### config.mk
export PLATFORM = sky130hd
export DESIGN_NAME = tetris_key_conditioner
export DESIGN_NICKNAME = d
export VERILOG_FILES = /design/src/rtl/tetris_key_conditioner.sv
export SDC_FILE = /design/constraint.sdc
export NUM_CORES = 1
export LEC_CHECK = 0
export CAP_MARGIN = 20
export CORE_MARGIN = 2
export CORE_UTILIZATION = 55
export DETAILED_ROUTE_END_ITERATION = 7
export PLACE_DENSITY_LB_ADDON = 0.3
export SLEW_MARGIN = 10
export SYNTH_ARGS = -nofsm -noshare
export SYNTH_HDL_FRONTEND = slang
export SYNTH_SLANG_ARGS = --single-unit
### constraint.sdc
create_clock -name clk_50 -period 8.95 [get_ports clk_50]
set_clock_uncertainty 0.2 [all_clocks]
set_input_delay 1.79 -clock clk_50 [delete_from_list [all_inputs] [get_ports clk_50]]
set_output_delay 1.79 -clock clk_50 [all_outputs]
set_load 0.05 [all_outputs]
### src/rtl/tetris_key_conditioner.sv
// rtl/tetris_key_conditioner.sv - KEY pushbutton synchroniser, debouncer and auto-repeat pulse generator
//
// Purpose:
//   Turns the four raw, bouncy, active-low DE2 KEY buttons into clean
//   one-cycle action pulses for the Tetris core. Each channel is
//   synchronised (2 flops), debounced (accepted state + counter) and then
//   fed to a small repeat FSM. Left/right/down auto-repeat while held,
//   and rotate fires once per press (selected by REPEAT_MASK).
//
// Ports:
//   clk_50     in   1  system clock (50 MHz)
//   reset      in   1  asynchronous active-high reset
//   key_n      in   4  raw KEY pins, active-low; bit0 right, bit1 left, bit2 down, bit3 rotate
//   pause      in   1  synchronous pause; suppresses pulses, parks FSMs in IDLE
//   btn_pulse  out  4  registered one-cycle action pulses
//   btn_level  out  4  registered debounced pressed level (1 = held)

module tetris_key_conditioner #(
  parameter int         DEBOUNCE_CYCLES = 500000,
  parameter int         REPEAT_DELAY    = 15000000,
  parameter int         REPEAT_RATE     = 5000000,
  parameter logic [3:0] REPEAT_MASK     = 4'b0111,
  parameter int         CNT_W           = 24
) (
  input  logic       clk_50,
  input  logic       reset,
  input  logic [3:0] key_n,
  input  logic       pause,
  output logic [3:0] btn_pulse,
  output logic [3:0] btn_level
);

  localparam logic [CNT_W-1:0] DC_LAST = CNT_W'(DEBOUNCE_CYCLES - 1);
  localparam logic [CNT_W-1:0] RD_LAST = CNT_W'(REPEAT_DELAY - 1);
  localparam logic [CNT_W-1:0] RR_LAST = CNT_W'(REPEAT_RATE - 1);
  localparam logic [CNT_W-1:0] CNT_ONE = CNT_W'(1);

  typedef enum logic [1:0] {
    ST_IDLE   = 2'd0,
    ST_DELAY  = 2'd1,
    ST_REPEAT = 2'd2,
    ST_HELD   = 2'd3
  } state_t;

  // Two-flop synchroniser; idles at 1 (released) so a key held through
  // reset is seen as a fresh press once reset is released.
  logic [3:0] r_sync1;
  logic [3:0] r_sync2;

  always_ff @(posedge clk_50 or posedge reset) begin
    if (reset) begin
      r_sync1 <= 4'hF;
      r_sync2 <= 4'hF;
    end else begin
      r_sync1 <= key_n;
      r_sync2 <= r_sync1;
    end
  end

  for (genvar g = 0; g < 4; g++) begin : g_ch

    logic [CNT_W-1:0] r_dc;
    logic             r_acc;
    logic             w_differs;
    logic             w_dc_done;
    logic             w_press_acc;
    logic             w_release_acc;
    logic             r_press_evt;
    logic             r_release_evt;
    logic             r_level;
    state_t           r_state;
    state_t           w_state_nxt;
    logic [CNT_W-1:0] r_rc;
    logic [CNT_W-1:0] w_rc_nxt;
    logic             w_pulse_nxt;
    logic             r_pulse;

    assign w_differs     = (r_sync2[g] != r_acc);
    assign w_dc_done     = w_differs && (r_dc == DC_LAST);
    assign w_press_acc   = w_dc_done && !r_sync2[g];
    assign w_release_acc = w_dc_done &&  r_sync2[g];

    // Debounce: the counter only runs while the synchronised input
    // disagrees with the accepted state; any bounce back restarts it.
    always_ff @(posedge clk_50 or posedge reset) begin
      if (reset) begin
        r_dc  <= '0;
        r_acc <= 1'b1;
      end else if (!w_differs) begin
        r_dc  <= '0;
      end else if (w_dc_done) begin
        r_acc <= r_sync2[g];
        r_dc  <= '0;
      end else begin
        r_dc  <= r_dc + CNT_ONE;
      end
    end

    // Accept events are registered so the FSM and btn_level both react one
    // edge after acceptance. A press accepted while pause is high is dropped
    // here so it cannot leak out after pause falls.
    always_ff @(posedge clk_50 or posedge reset) begin
      if (reset) begin
        r_press_evt   <= 1'b0;
        r_release_evt <= 1'b0;
        r_level       <= 1'b0;
      end else begin
        r_press_evt   <= w_press_acc && !pause;
        r_release_evt <= w_release_acc;
        r_level       <= ~r_acc;
      end
    end

    always_ff @(posedge clk_50 or posedge reset) begin
      if (reset) begin
        r_state <= ST_IDLE;
        r_rc    <= '0;
        r_pulse <= 1'b0;
      end else begin
        r_state <= w_state_nxt;
        r_rc    <= w_rc_nxt;
        r_pulse <= w_pulse_nxt;
      end
    end

    always_comb begin
      w_state_nxt = r_state;
      w_rc_nxt    = r_rc;
      w_pulse_nxt = 1'b0;
      if (pause || r_release_evt) begin
        // Pause and release both park the channel; only a new press
        // accept can leave IDLE again.
        w_state_nxt = ST_IDLE;
        w_rc_nxt    = '0;
      end else begin
        case (r_state)
          ST_IDLE: begin
            w_rc_nxt = '0;
            if (r_press_evt) begin
              w_pulse_nxt = 1'b1;
              w_state_nxt = REPEAT_MASK[g] ? ST_DELAY : ST_HELD;
            end
          end
          ST_DELAY: begin
            if (r_rc == RD_LAST) begin
              w_pulse_nxt = 1'b1;
              w_rc_nxt    = '0;
              w_state_nxt = ST_REPEAT;
            end else begin
              w_rc_nxt    = r_rc + CNT_ONE;
            end
          end
          ST_REPEAT: begin
            if (r_rc == RR_LAST) begin
              w_pulse_nxt = 1'b1;
              w_rc_nxt    = '0;
            end else begin
              w_rc_nxt    = r_rc + CNT_ONE;
            end
          end
          ST_HELD: begin
            w_rc_nxt = '0;
          end
          default: begin
            w_state_nxt = ST_IDLE;
            w_rc_nxt    = '0;
          end
        endcase
      end
    end

    assign btn_pulse[g] = r_pulse;
    assign btn_level[g] = r_level;

  end

endmodule

==> results of run 1 <==
## cell families after synthesis
family                     share of synthesized area
adders and majority gates                    0.00893
muxes                                        0.00201
xor gates and xnor gates                       0.140
AOI/OAI and AO/OA                             0.0206
buffers and inverters                         0.0309
and+or+nand+nor                                0.287
DFF                                            0.510
## worst min path at each step
stage / from / end / slack, ns / depth (start not counted)
2_1_floorplan: r_sync1[0]$_DFF_PP1_ / r_sync2[0]$_DFF_PP1_ / 0.15 / 0
3_3_place_gp: r_sync1[3]$_DFF_PP1_ / r_sync2[3]$_DFF_PP1_ / 0.15 / 0
3_5_place_dp: r_sync1[0]$_DFF_PP1_ / r_sync2[0]$_DFF_PP1_ / 0.15 / 0
4_1_cts: r_sync1[0]$_DFF_PP1_ / r_sync2[0]$_DFF_PP1_ / 0.16 / 0
5_1_grt: r_sync1[3]$_DFF_PP1_ / r_sync2[3]$_DFF_PP1_ / 0.16 / 0
6_report: r_sync1[1]$_DFF_PP1_ / r_sync2[1]$_DFF_PP1_ / 0.15 / 0
## cells in the mapped netlist (3+ instances only)
| cell | n | area [µm²] |
|---|---|---|
| a21oi_1 | 7 | 35.0 |
| and2_1 | 5 | 31.3 |
| and3_1 | 30 | 188 |
| and4_1 | 10 | 87.6 |
| buf_2 | 9 | 45.0 |
| buf_4 | 8 | 60.1 |
| buf_6 | 6 | 67.6 |
| clkbuf_1 | 11 | 41.3 |
| dfrtp_1 | 216 | 5410 |
| dfstp_2 | 12 | 315 |
| ha_1 | 8 | 100 |
| inv_1 | 29 | 109 |
| nand2_1 | 77 | 289 |
| nand3_1 | 82 | 410 |
| nand3b_1 | 3 | 22.5 |
| nand4_1 | 50 | 313 |
| nand4b_1 | 6 | 52.6 |
| nor2_1 | 215 | 807 |
| nor2_2 | 20 | 125 |
| nor2b_1 | 6 | 37.5 |
| nor3_1 | 32 | 160 |
| nor4_1 | 22 | 138 |
| nor4_2 | 4 | 50.1 |
| nor4b_1 | 15 | 131 |
| nor4bb_1 | 5 | 50.1 |
| o21ai_0 | 6 | 30.0 |
| or2_2 | 5 | 31.3 |
| or3_1 | 3 | 18.8 |
| or4_1 | 5 | 37.5 |
| xnor2_1 | 72 | 631 |
| xor2_1 | 107 | 937 |
## state kept, by name (all words and copies together), names as in the netlist
register            count
g_ch.r_dc              96
g_ch.r_acc              4
g_ch.r_press_evt        4
r_sync2                 4
g_ch.r_pulse            4
g_ch.r_level            4
g_ch.r_state            8
r_sync1                 4
g_ch.r_release_evt      4
g_ch.r_rc              96
## stage by stage
| stage | utilization | std cells | setup slack (ns) |
|---|---|---|---|
| after floorplan | - | 1130 | 0.732 |
| after global placement | 0.571 | 1381 | 4.50 |
| after detailed placement | 0.571 | 1381 | 4.40 |
| after CTS | 0.613 | 1425 | 4.92 |
| after global routing | 0.614 | 1427 | 4.70 |
| final | 0.614 | 1427 | 4.97 |
## cell usage in the layout (no fill, tap or decap), drive strengths merged, types with 8 or more instances in the layout
cell type,Yosys,layout
clkdlybuf4s50,0,14
dfrtp,216,216
nor4b,15,15
nor4,27,27
nand2,77,77
and3,32,32
nand4,51,51
ha,8,8
nand3,84,84
and4,11,11
nor2,235,235
nor3,32,32
xnor2,72,72
xor2,107,107
dfstp,12,12
inv,29,29
clkbuf,12,34
## power by group through the flow
stage / combinational [mW] / sequential [mW] / clock, mW
floorplan: 0.0315 / 1.06 / 0
global placement: 0.0424 / 1.06 / 0
detailed placement: 0.0430 / 1.06 / 0
CTS: 0.0429 / 1.05 / 1.06
global route: 0.0506 / 1.05 / 1.10
finish: 0.0424 / 1.05 / 1.03
## cell type report
class	count	area, µm²
multi-input cells	837	5140
well taps	270	338
fillers	1638	7760
inverters	29	116
repair buffers	19	195
clock buffers	34	709
flip-flops and latches	228	5720
clock inverters	10	125
## worst reg2reg max path, cell delays in order, from the launching register on
cell     delay (ns)
dfrtp_1        0.43
or4b_1         0.55
nor4_2         0.35
nand3_1        0.17
a32oi_2        0.91
nor2_1         0.15
## metal layers
metal	vias to the layer above	share of wire	GRT usage
met4	0	0.021	0.0529
met3	33	0.029	0.0261
li1	3881	-	-
met5	-	0	0
met2	79	0.46	0.319
met1	3775	0.49	0.281
==> flow_summary.ini, run 1 <==
[timing]
rsz0062_at_grt = no
period_share = 0.444
report.final.slew_viol_count = 0
final_hold_viol_count = 0
worst_pin_slew_ns = 1.14
slew_headroom = 0.240
whs_ns = 0.152
setup_viol_count_final = 0
fin_setup_tns_ns = 0
clock.fmax_mhz = 251
finalCriticalPeriod_ns = 3.98

[routing]
num_vias = 7768
avgViaCountPerCell = 5.44
drc = 0
wire_per_inst_um = 14.2
dr.pass1.iters = 5
drt-initial-drc-count = 414
drt.antenna.violating_nets = 0
drt-total-wl_mm = 20.2

[clock_network]
path_clk_slew_ns = 0.06
htreeDepth = 1
clockBufferDepth = 3
hold_buffers = 0
cts_tree = yes
cts_setup_buffers = 0
cts_buffers = 25
root_buffer = clkbuf_16
clock_sinks = 228
cts_resized = 0
insertion_delay_ns = 0.51

[worst_setup_path]
path_depth = 5
crit_chain = clkdlybuf4s50_1, nor2_1, and3_1, a32oi_2, nor2_1
crit_end = g_ch[2].r_rc[11]$_DFF_PP0_
startpoint_type = input pin
r2r_start = g_ch[2].r_rc[12]$_DFF_PP0_
worstPathRequired_ns = 9.09
cpPeakStageDelay_ns = 0.87
cp_slowest_cell = clkdlybuf4s50_1
crit_top_cell = nor2_1
end_kind = flip-flop
worst-path-buf-inv = 1
critical_path_class = input pin to flip-flop
r2r_cells = 5
timing.critical_path.arrival_ns = 4.12
crit_start = pause
crit_family = buffers and inverters
rrSetupSlack_ns = 6.03
crit_path_max_fanout = 24
timing.rr.end = g_ch[2].r_rc[11]$_DFF_PP0_

[placed_design]
dp_hpwl_mm = 13.0
post_dp_cell_area_um2 = 11500
gp_congestion = 0.796
port_buffers = 14

[global_routing]
grt_pass1_wl_mm = 36.3
grt_pass1_vias = 7763
antenna_found_initial = 0
grt_start_max_net_pins = 158
grt.overflow.total = 0
track_usage = 0.197

[synth]
ys_ff_latch = 228
yosysWarnings = 0
synth_fp_nets = 1145
synth_cell_types = 65
syn_inst = 1130
synth_edf_count = 0
syn_area_per_cell_um2 = 9.92
synthFlopType = dfrtp_1
yosysSeqAreaShare = 0.510
synthArstFlopShare = 1.00
synth_area_um2 = 11200

[status]
outcome = completed

[power]
power_mw = 2.12
power_density_nw_per_um2 = 172
comb_power_share = 0.020
p_leak_nw = 4.91
power.internal_mw = 1.69
ir_drop_mv = 0.139
p_switching_mw = 0.435
clkPwrFrac = 0.487
switching_share = 0.205
pwr-share-seq = 0.493

[cells_and_area]
area_growth_pct = 10.1
nets = 1155
drive_above_1_share = 0.0908
fin_area_um2 = 12300
n_antenna_cell = 0

[floorplanning]
coreArea_um2 = 20100
io_pins = 15
initial_core_util = 0.558
die_w_um = 147
rows = 52
dieArea_um2 = 21500
die_y_um = 147

[worst_hold_path]
hold_class = flip-flop to flip-flop

[flow_run]
cap_violations = 0
Note: power is estimated with default switching activity, not from simulation.
==> run 2: changes to the inputs <==
==> constraint.sdc (replaced) <==
create_clock -name clk_50 -period 3.8 [get_ports clk_50]
set_clock_uncertainty 0.2 [all_clocks]
set_input_delay 0.76 -clock clk_50 [delete_from_list [all_inputs] [get_ports clk_50]]
set_output_delay 0.76 -clock clk_50 [all_outputs]
set_load 0.05 [all_outputs]
==> run 2 against run 1 <==
- register-to-register slack lost 4.8 ns
- sequential share of layout area shrank 0.70 points
- wire length shrank 0.86%
- utilization grew 0.94 points
- largest cell class unchanged
- largest power group is now clock
- highest routed layer unchanged
==> flow_summary.ini, run 2 (synthesis results as in run 1) <==
[status]
outcome = completed

[timing]
finalCriticalPeriod_ns = 2.64
rsz0062_at_grt = no
report.final.slew_viol_count = 0
worst_pin_slew_ns = 0.993
final_hold_viol_count = 0
whs_ns = 0.163
slew_headroom = 0.333
setup_viol_count_final = 0
clock.fmax_mhz = 379
period_share = 0.695

[power]
power_density_nw_per_um2 = 417
p_switching_mw = 1.03
ir_drop_mv = 0.387
switching_share = 0.197
power.internal_mw = 4.20
pwr-share-seq = 0.471
comb_power_share = 0.021
power_mw = 5.23
p_leak_nw = 4.99
clkPwrFrac = 0.508

[cells_and_area]
final_cell_mix = dfrtp_1 (216), nor2_1 (215), xor2_1 (107), nand3_1 (82), nand2_1 (77)
n_antenna_cell = 0
final_common_cell = dfrtp_1
final_cells = 1436
register_area_um2 = 5720
drive_above_1_share = 0.0969
multiInputGateArea_um2 = 5140
area_growth_pct = 11.8
reg_top3 = g_ch.r_dc: 96 flops, g_ch.r_rc: 96 flops, g_ch.r_state: 8 flops
nets = 1161
fillers = 1659

[floorplanning]
coreArea_um2 = 20100
rows = 52
dieArea_um2 = 21500
die_y_um = 147
die_w_um = 147
initial_core_util = 0.558
io_pins = 15

[global_routing]
grt.overflow.total = 0
track_usage = 0.194
grt_pass1_vias = 7695
grt_start_max_net_pins = 66
antenna_found_initial = 0
grt_pass1_wl_mm = 35.7

[worst_setup_path]
cp_slowest_cell = clkdlybuf4s50_1
end_kind = output pin
startpoint_type = flip-flop
cpPeakStageDelay_ns = 0.80
timing.critical_path.arrival_ns = 1.68
timing.rr.end = g_ch[3].r_rc[9]$_DFF_PP0_
critical_path_class = flip-flop to output pin
crit_family = buffers and inverters
rrSetupSlack_ns = 1.20
path_depth = 1
r2r_cells = 5
worst-path-buf-inv = 1
worstPathRequired_ns = 2.84
crit_chain = clkdlybuf4s50_1
crit_path_max_fanout = 1
r2r_start = g_ch[3].r_rc[20]$_DFF_PP0_

[placed_design]
gp_congestion = 0.817
dp_cells = 1388
dp_hpwl_mm = 13.2
port_buffers = 14

[routing]
drt-initial-drc-count = 426
num_vias = 7806
dr.pass1.iters = 4
wire_per_inst_um = 13.9
avgViaCountPerCell = 5.44
drt-total-wl_mm = 20.0
drc = 0
drt.antenna.violating_nets = 0

[worst_hold_path]
hold_class = flip-flop to flip-flop
hold_depth = 0
worstHoldEndpoint = r_sync2[0]$_DFF_PP1_
min_from = r_sync1[0]$_DFF_PP1_

[clock_network]
cts_buffers = 26
clock_sinks = 228
cts_setup_buffers = 0
clockBufferDepth = 3
insertion_delay_ns = 0.52
root_buffer = clkbuf_16
cts_tree = yes
htreeDepth = 1
cts_resized = 0
path_clk_slew_ns = 0.06
hold_buffers = 0

[flow_run]
cap_violations = 0
## run 2: cell types whose count changed in the layout (fill, tap and decap cells not counted), sizes merged
cell      delta
clkbuf       +6
buf          +5
clkinv       -3
bufinv       +1
clkinvlp     +1
inv          -1
## run 2: power by group through the flow
| stage | clock [mW] | combinational (mW) | sequential [mW] |
|---|---|---|---|
| CTS | 2.73 | 0.115 | 2.46 |
| global placement | 0 | 0.113 | 2.50 |
| detailed placement | 0 | 0.114 | 2.51 |
| global route | 2.83 | 0.127 | 2.46 |
| finish | 2.66 | 0.109 | 2.46 |
| floorplan | 0 | 0.0745 | 2.50 |
## run 2: layout make-up
cell class	instances	share of cell area
Clock buffer	40	0.0642
Tap cell	270	0.0269
Inverter	29	0.00898
Multi-Input combinational cell	837	0.410
Sequential cell	228	0.456
Timing Repair Buffer	24	0.0222
Clock inverter	8	0.0112
## run 2: how the worst max path moves through the flow
stage / start / endpoint
after floorplan: reset / g_ch[0].r_dc[0]$_DFF_PP0_
after global placement: pause / g_ch[3].r_rc[13]$_DFF_PP0_
after detailed placement: pause / g_ch[3].r_rc[0]$_DFF_PP0_
after CTS: g_ch[1].r_level$_DFF_PP0_ / btn_level[1]
after global routing: g_ch[3].r_rc[20]$_DFF_PP0_ / g_ch[3].r_rc[21]$_DFF_PP0_
final: g_ch[1].r_level$_DFF_PP0_ / btn_level[1]
## run 2: per-layer routing
metal / global-route usage / part of all wire / wire [µm]
met1: 0.280 / 0.48 / 9680
met2: 0.313 / 0.46 / 9280
met3: 0.0292 / 0.033 / 658
met4: 0.0485 / 0.020 / 396
met5: 0 / 0 / 0
## run 2: through the flow
stage / TNS [ns] / instance area, µm² / util / worst slack, ns
finish: 0 / 12500 / 0.624 / 1.16
global route: 0 / 12500 / 0.624 / 1.01
CTS: 0 / 12500 / 0.624 / 1.12
detailed placement: 0 / 11600 / 0.577 / 0.989
global placement: 0 / 11600 / 0.577 / 1.06
floorplan: -28.12 / 11200 / - / -0.130
==> run 3: changes to the inputs <==
==> constraint.sdc (replaced) <==
create_clock -name clk_50 -period 2.6 [get_ports clk_50]
set_clock_uncertainty 0.2 [all_clocks]
set_input_delay 0.52 -clock clk_50 [delete_from_list [all_inputs] [get_ports clk_50]]
set_output_delay 0.52 -clock clk_50 [all_outputs]
set_load 0.05 [all_outputs]
==> run 3 against run 2 <==
- cell count up 1.4%
- clock power up 42%
- worst hold slack worse by 0.0098 ns
- first-iteration DRC count down 18%
- highest routed layer unchanged
- combinational power up 53%
- largest cell class unchanged
- sequential share of layout area down 0.47 points
==> flow_summary.ini, run 3 (synthesis results as in run 1) <==
[status]
outcome = completed

[clock_network]
root_buffer = clkbuf_16
clock_sinks = 228
cts_resized = 0
cts_setup_buffers = 0
cts_tree = yes
cts_buffers = 26
insertion_delay_ns = 0.53
htreeDepth = 1
clockBufferDepth = 3
path_clk_slew_ns = 0.06
hold_buffers = 0

[worst_hold_path]
min_from = r_sync1[0]$_DFF_PP1_
hold_class = flip-flop to flip-flop

[floorplanning]
die_y_um = 147
initial_core_util = 0.558
rows = 52
coreArea_um2 = 20100
dieArea_um2 = 21500
die_w_um = 147
io_pins = 15

[power]
ir_drop_mv = 0.607
power_density_nw_per_um2 = 596
p_leak_nw = 5.08
power_mw = 7.55

[worst_setup_path]
critical_path_class = flip-flop to output pin
cpPeakStageDelay_ns = 0.82
crit_chain = clkdlybuf4s50_1
end_kind = output pin
crit_family = buffers and inverters
cp_slowest_cell = clkdlybuf4s50_1
worstPathRequired_ns = 1.88
timing.critical_path.arrival_ns = 1.72
startpoint_type = flip-flop
crit_path_max_fanout = 1
worst-path-buf-inv = 1
r2r_start = g_ch[3].r_rc[20]$_DFF_PP0_
crit_start = g_ch[1].r_level$_DFF_PP0_

[routing]
avgViaCountPerCell = 5.42
drt.antenna.violating_nets = 0
num_vias = 7886
drt-total-wl_mm = 20.5
dr.pass1.iters = 4
wire_per_inst_um = 14.1
drt-initial-drc-count = 348
drc = 0

[timing]
final_hold_viol_count = 0
clock.fmax_mhz = 409
fin_setup_tns_ns = 0
slew_headroom = 0.620
whs_ns = 0.153
worst_pin_slew_ns = 0.569
report.final.slew_viol_count = 0
rsz0062_at_grt = no
fin_ws_ns = 0.156
finalCriticalPeriod_ns = 2.44
period_share = 0.940
setup_viol_count_final = 0

[cells_and_area]
reg_top3 = g_ch.r_dc: 96 flops, g_ch.r_rc: 96 flops, g_ch.r_state: 8 flops
n_antenna_cell = 0
nets = 1181
register_area_um2 = 5720
final_common_cell = dfrtp_1
final_cell_mix = dfrtp_1 (216), nor2_1 (215), xor2_1 (107), nand3_1 (82), nand2_1 (77)
multiInputGateArea_um2 = 5140
drive_above_1_share = 0.111
area_growth_pct = 13.0
fillers = 1652
postLayoutCoreUtil = 0.630

[placed_design]
dp_worst_setup_slack_ns = 0.168
port_buffers = 14
gp_congestion = 0.821
dp_hpwl_mm = 13.6

[global_routing]
grt.overflow.total = 0
track_usage = 0.199
grt_start_max_net_pins = 51
grt_pass1_vias = 7841
grt_pass1_wl_mm = 36.5
antenna_found_initial = 0

[flow_run]
cap_violations = 0
-- run 3: power breakdown --
part           total [mW]  internal, mW  switching, mW
Combinational       0.167        0.0508          0.116
Clock                3.79          2.34           1.45
Sequential           3.60          3.58         0.0224
-- run 3: metrics by stage --
stage          instances  area [µm²]
2_1_floorplan       1130       11200
3_3_place_gp        1408       11800
3_5_place_dp        1408       11800
4_1_cts             1456       12700
5_1_grt             1456       12700
6_report            1456       12700
-- run 3: worst paths after layout --
kind | depth (start not counted) | endpoint | slack (ns)
min reg2reg | 0 | r_sync2[0]$_DFF_PP1_ | 0.15
max | 1 | btn_level[1] | 0.16
min | 0 | r_sync2[0]$_DFF_PP1_ | 0.15
max reg2reg | 6 | g_ch[3].r_rc[18]$_DFF_PP0_ | 0.20
max in group asynchronous | 3 | r_sync1[2]$_DFF_PP1_ | 1.40
min in group asynchronous | 2 | g_ch[2].r_rc[20]$_DFF_PP0_ | 0.16
-- run 3: layout make-up --
class,count,share of cell area
Sequential cell,228,0.452
Tap cell,270,0.0267
Clock buffer,35,0.0564
Inverter,29,0.00889
Clock inverter,13,0.0147
Multi-Input combinational cell,837,0.406
Timing Repair Buffer,44,0.0358
-- run 3: routing by layer --
layer,part of all wire,global-route usage,vias up
met2,0.47,0.317,101
met1,0.48,0.290,3820
met4,0.022,0.0534,0
li1,-,-,3935
met5,0,0,-
met3,0.027,0.0264,30
